--- config.mk ---
export PLATFORM = sky130hd
export DESIGN_NAME = irom_loader
export DESIGN_NICKNAME = d
export VERILOG_FILES = /design/src/rtl/irom_loader.sv
export SDC_FILE = /design/constraint.sdc
export NUM_CORES = 1
export LEC_CHECK = 0
export BUFFER_PORTS_ARGS = -buffer_cell sky130_fd_sc_hd__buf_4
export CORE_MARGIN = 10
export CORE_UTILIZATION = 60
export CTS_BUF_LIST = sky130_fd_sc_hd__clkbuf_2 sky130_fd_sc_hd__clkbuf_4 sky130_fd_sc_hd__clkbuf_8
export DETAILED_ROUTE_END_ITERATION = 16
export GPL_TIMING_DRIVEN = 0
export PLACE_DENSITY_LB_ADDON = 0.25
export SYNTH_ARGS = -nofsm -noshare
export SYNTH_HDL_FRONTEND = slang
export SYNTH_SLANG_ARGS = --single-unit
--- constraint.sdc ---
create_clock -name clk -period 4.15 [get_ports clk]
set_input_delay 0.2075 -clock clk [delete_from_list [all_inputs] [get_ports clk]]
set_output_delay 0.2075 -clock clk [all_outputs]
set_load 0.01 [all_outputs]
--- src/rtl/irom_loader.sv ---
// Boot-time loader: parses a framed byte stream (A5, count, words, checksum), writes
// 16-bit words into the instruction ROM from address 0, and enables the CPU on success.
module irom_loader #(
    parameter int unsigned DWIDTH = 16,
    parameter int unsigned AWIDTH = 12
) (
    input  logic              clk,
    input  logic              rst,
    input  logic              clr,
    input  logic [7:0]        in_data,
    input  logic              in_valid,
    output logic              in_ready,
    output logic              rom_we,
    output logic [AWIDTH-1:0] rom_addr,
    output logic [DWIDTH-1:0] rom_wdata,
    output logic              cpu_en,
    output logic              busy,
    output logic              done,
    output logic              err
);

    typedef enum logic [2:0] {
        StIdle,
        StCntHi,
        StCntLo,
        StDataHi,
        StDataLo,
        StCheck,
        StDone,
        StErr
    } state_e;

    localparam logic [7:0] SyncByte = 8'hA5;

    state_e            state_q, state_d;
    logic [7:0]        cnt_hi_q, cnt_hi_d;
    logic [11:0]       count_q, count_d;
    logic [AWIDTH-1:0] word_q, word_d;
    logic [7:0]        data_hi_q, data_hi_d;
    logic [7:0]        sum_q, sum_d;
    logic              in_ready_q, in_ready_d;
    logic              rom_we_q, rom_we_d;
    logic [AWIDTH-1:0] rom_addr_q, rom_addr_d;
    logic [DWIDTH-1:0] rom_wdata_q, rom_wdata_d;

    logic accept;
    logic last_word;

    assign accept    = in_valid && in_ready_q;
    assign last_word = (12'(word_q) == (count_q - 12'd1));

    always_comb begin
        state_d     = state_q;
        cnt_hi_d    = cnt_hi_q;
        count_d     = count_q;
        word_d      = word_q;
        data_hi_d   = data_hi_q;
        sum_d       = sum_q;
        rom_we_d    = 1'b0;
        rom_addr_d  = rom_addr_q;
        rom_wdata_d = rom_wdata_q;

        unique case (state_q)
            StIdle: begin
                // Non-sync bytes are consumed and dropped while hunting.
                if (accept && (in_data == SyncByte)) begin
                    state_d = StCntHi;
                    word_d  = '0;
                    sum_d   = '0;
                end
            end
            StCntHi: begin
                if (accept) begin
                    cnt_hi_d = in_data;
                    state_d  = StCntLo;
                end
            end
            StCntLo: begin
                if (accept) begin
                    count_d = {cnt_hi_q[3:0], in_data};
                    if (cnt_hi_q[7:4] != 4'h0) begin
                        state_d = StErr;
                    end else if ({cnt_hi_q, in_data} == 16'h0000) begin
                        state_d = StCheck;
                    end else begin
                        state_d = StDataHi;
                    end
                end
            end
            StDataHi: begin
                if (accept) begin
                    data_hi_d = in_data;
                    state_d   = StDataLo;
                end
            end
            StDataLo: begin
                if (accept) begin
                    rom_we_d    = 1'b1;
                    rom_addr_d  = word_q;
                    rom_wdata_d = DWIDTH'({data_hi_q, in_data});
                    sum_d       = sum_q + data_hi_q + in_data;
                    word_d      = word_q + 1'b1;
                    state_d     = last_word ? StCheck : StDataHi;
                end
            end
            StCheck: begin
                if (accept) begin
                    state_d = (in_data == sum_q) ? StDone : StErr;
                end
            end
            StDone, StErr: begin
                if (clr) begin
                    state_d    = StIdle;
                    word_d     = '0;
                    sum_d      = '0;
                    rom_addr_d = '0;
                end
            end
            default: state_d = StIdle;
        endcase
    end

    // Registered ready tracks the next state so it drops on the same edge err/done rise.
    assign in_ready_d = (state_d != StDone) && (state_d != StErr);

    always_ff @(posedge clk or posedge rst) begin
        if (rst) begin
            state_q     <= StIdle;
            cnt_hi_q    <= '0;
            count_q     <= '0;
            word_q      <= '0;
            data_hi_q   <= '0;
            sum_q       <= '0;
            in_ready_q  <= 1'b0;
            rom_we_q    <= 1'b0;
            rom_addr_q  <= '0;
            rom_wdata_q <= '0;
        end else begin
            state_q     <= state_d;
            cnt_hi_q    <= cnt_hi_d;
            count_q     <= count_d;
            word_q      <= word_d;
            data_hi_q   <= data_hi_d;
            sum_q       <= sum_d;
            in_ready_q  <= in_ready_d;
            rom_we_q    <= rom_we_d;
            rom_addr_q  <= rom_addr_d;
            rom_wdata_q <= rom_wdata_d;
        end
    end

    assign in_ready  = in_ready_q;
    assign rom_we    = rom_we_q;
    assign rom_addr  = rom_addr_q;
    assign rom_wdata = rom_wdata_q;
    assign done      = (state_q == StDone);
    assign cpu_en    = (state_q == StDone);
    assign err       = (state_q == StErr);
    assign busy      = (state_q != StIdle) && (state_q != StDone) && (state_q != StErr);

endmodule

# Yosys cells after proc, flatten, opt, wreduce, memory -nomap -nowiden
# Cells that the tools add are included.
# totals
regBits	81
input_bits	12
output_inout_bits	34
word_cells	73
# classes
n_addsub	4
n_eq_ne	17
n_mux	24
reduce_logical	18
# ops
cell	count
$mux 12	4
$pmux 12 s3	1
$mux 3	10
$mux 8	3
$pmux 12 s2	1
$pmux 8 s3	1
$pmux 3 s7	1
$add 8x8->8	2
$logic_not 16->1	1
$add 12x1->12 const B	1
$eq 12x12->1	1
$eq 3x3->1 const B	4
$ne 3x3->1 const B	4
$sub 12x1->12 const B	1
$eq 8x8->1	1
$eq 8x8->1 const B	1
$reduce_and 2->1	4
$eq 3x2->1 const B	2
$ne 2x2->1 const B	3
$reduce_bool 3->1	2
$logic_and 1x1->1	5
$reduce_and 4->1	1
$reduce_bool 4->1	1
$eq 3x1->1 const B	1
5 further kinds	7

# Longest topological paths before layout
# depth
depth_word	7
depth_mapped	9

# Least setup slack after synthesis
# Ideal clock, no wire load.
# synth_timing
path_kind	register to register
start	register data_hi_q[1]
end	register sum_q[7]
setup_ns	0.124
arrival_time_ns	2.466
required_time_ns	4.026
path_slack_ns	1.560
path_stages_with_launch	10
path_buffers	0
period_less_slack_ns	2.590
path_cell_list	dfrtp_1 > fa_1 > ha_1 > fa_1 > a21o_1 > a21oi_1 > o21ai_0 > xnor2_1 > and3_1 > a211o_1
# synth_between
elab_chain_len	4
# synth_rtl
element	line_no	source
from (decl)	39	logic [7:0] data_hi_q, data_hi_d;
from (signal assigned)	143	data_hi_q <= data_hi_d;
$add 8x8->8 (2 in series)	101	sum_d = sum_q + data_hi_q + in_data;
$mux 8	97	if (accept) begin
$pmux 8 s3	63	unique case (state_q)
to (signal assigned)	144	sum_q <= sum_d;
to (decl)	40	logic [7:0] sum_q, sum_d;
# Every way passes these cells. The select of a mux whose other input is x is not followed.
# A chain may end at the register's enable or synchronous reset.

# Final worst setup path
# Ends and elaborated chain as after synthesis.

==> out/metrics.csv <==
metric,value,unit
ant_nets,0,
synth.distinct_cells,51,
clock_latency,0.36,ns
syn-instance-count,371,
ff2ff_setup_slack,1.31,ns
grt_max_degree,47,
p_seq_share,37.5,%
drive_gt1_share,27.9,%
clockPowerShare,16.6,%
r2r_cells,9,
hold_viol,0,
yosysSeqAreaShare,48.0,%
dr_total_vias,3059,
cts_sinks,81,
maxCapViolations,0,
max_freq,352,MHz
met2_wirelength,4820,um
final_max_slew_viol_count,0,
grt_overflow,0,
antenna_found_initial,0,
relSlewSlack,44.9,%
yosysWarningCount,0,
power_switching,1370,uW
dieWidth,104,um
initial_utilization,61.9,%
startpoint_type,flop,
avgSynthCellArea,11.4,um2
clk_path_buf_depth,2,
dp_cells,512,
firstDrtPassIters,4,
p_total,3510,uW
setup_viol,0,
drc,0,
leakage,0.00222,uW
cp_max_fo,3,
cellPowerDensity,714,nW/um2
die_h,104,um
synth-edff-count,0,
track_usage,18.2,%
p_int,2140,uW
worst_slew_pin_slew,0.827,ns
arrival,3.08,ns
required,4.39,ns
layout_common_cells,"dfrtp_1 (81), buf_4 (46), mux2_2 (41), nor2_1 (21), xnor2_1 (21)",
cts-buffers-inserted,9,
routed.top_layer,met4,
hpwl,6990,um
gp_congestion,0.928,
ir_worst_vdd,0.447,mV
fin_nets,456,
clkTransAtPathRegs,0.09,ns
nFillCells,495,
drt-initial-drc-count,159,
grt_pass1_vias,3180,
cts_tree,yes,
min_delay_path_depth,3,
rows,30,
grt_pass1_wl,16100,um
cp-end-kind,flop,
coreArea,6830,um2
io_pins,46,
area_growth,16.3,%
cts_resized,0,
synth_ff_type,dfrtp_1,
htree_levels,3,
synth_seq_cells,81,
r2r_end,sum_q[7],
period_needed,2.84,ns
setup-tns-final,0,ns
finalCoreUtilization,72.0,%
synth_area,4230,um2
syn_nets,399,
die-area,10800,um2
vias_per_cell,5.78,
routed_wl,9570,um
wl_met1,4080,um
async_flop_share,100,%
p_sw_share,39.0,%
rsz0062_at_grt,false,
place_area,4710,um2
critPathKind,flop to flop,
hp-class,primary input to flop,
layout_commonest_cell,dfrtp_1,
fin_area,4920,um2
finalClockSkew,0.0149,ns
final_cells,529,
finalCritPeriodShare,68.4,%
hp-start,in_data[1],
io_buffers,44,
comb_power_share,45.9,%
wl_met3,468,um
hold_end,count_q[1],
wire_per_inst,18.1,um
regToRegStartpoint,data_hi_q[1],
clk_root_buffer_cell,clkbuf_8,
outcome,completed,
n_antenna_cell,0,
power groups by stage:
stage / registers [uW] / clock network [uW] / logic (uW)
final: 1320 / 584 / 1610
after global routing: 1360 / 626 / 1810
after floorplan: 1300 / 0 / 1140
after CTS: 1310 / 592 / 1620
after global placement: 1300 / 0 / 1520
after detailed placement: 1320 / 0 / 1600
routing by layer:
| metal | global-route usage (%) | up-vias |
|---|---|---|
| li1 | - | 1440 |
| met1 | 21.9 | 1514 |
| met2 | 30.0 | 88 |
| met3 | 5.08 | 17 |
| met4 | 7.75 | 0 |
| met5 | 0 | - |
cells by family after synthesis:
kind of cell,synth area share (%)
AO/OA/AOI/OAI,10.4
XOR/XNOR,7.46
adder cells (fa/ha/maj),6.16
buffers and inverters,3.37
flip-flops,48.0
multiplexers,10.9
AND/OR/NAND/NOR,13.8
worst max-delay path by stage:
stage | startpoint | endpoint | slack, ns | cells past startpoint
final | data_hi_q[1] | sum_q[7] | 1.31 | 9
after global routing | data_hi_q[1] | sum_q[7] | 1.10 | 9
after CTS | data_hi_q[1] | sum_q[7] | 1.28 | 9
after detailed placement | data_hi_q[1] | sum_q[7] | 1.42 | 9
after global placement | rst | count_q[10] | 1.01 | 2
after floorplan | data_hi_q[1] | sum_q[7] | 1.56 | 9
flip-flops by register name, summed over array words and instances, names as in the netlist:
signal,count
word_q,12
rom_we,1
cnt_hi_q,8
rom_addr,12
count_q,12
in_ready,1
data_hi_q,8
sum_q,8
rom_wdata,16
state_q,3
cell type report:
type	count	area (um2)	share of cell area (%)
Timing Repair Buffer	46	368	7.48
Inverter	9	36.3	0.738
Multi-Input combinational cell	258	2060	41.8
Tap cell	96	120	2.44
Clock inverter	7	76.3	1.55
Sequential cell	81	2030	41.2
Buffer	23	109	2.21
Clock buffer	9	124	2.52
stage by stage:
stage | hold WS [ns] | setup WS [ns]
after floorplan | 0.324 | 1.56
after global routing | 0.187 | 1.10
after global placement | 0.484 | 1.01
after detailed placement | 0.264 | 1.42
final | 0.182 | 1.31
after CTS | 0.166 | 1.28
what timing repair did:
item                                   in CTS  in global routing
endpoints found under the hold margin      35                  0
hold buffers                                1                  0
setup buffers                               0                  0
critical path, cell delays in order, from the launching register on:
cell     delay (ns)
dfrtp_1        0.42
fa_1           0.46
ha_1           0.24
fa_1           0.40
a21o_1         0.19
a21oi_1        0.24
o21ai_0        0.18
xnor2_1        0.18
and3_1         0.20
a211o_1        0.22
cell usage after synthesis, drive strengths merged, types with 2 or more instances:
cell type / number / area share, %
dfrtp: 81 / 48
mux2: 41 / 11
nor2: 21 / 1.9
xnor2: 21 / 4.4
nand2: 19 / 1.7
a22o: 18 / 3.7
xor2: 15 / 3.1
clkbuf: 14 / 1.2
nor4: 13 / 2.4
o21ai: 11 / 1.3
nand3: 10 / 1.2
a21oi: 9 / 1.1
buf: 9 / 1.3
inv: 9 / 0.80
fa: 8 / 3.8
ha: 8 / 2.4
nor3: 8 / 0.95
nand4: 6 / 0.89
and3: 5 / 0.74
nor3b: 5 / 1.0
or2: 4 / 0.59
a31oi: 3 / 0.59
o31ai: 3 / 0.53
or3: 3 / 0.44
a211o: 2 / 0.41
a21boi: 2 / 0.36
a21o: 2 / 0.36
and2: 2 / 0.30
and4: 2 / 0.41
nand2b: 2 / 0.30
nor2b: 2 / 0.30
(Power assumes the default switching activity.)
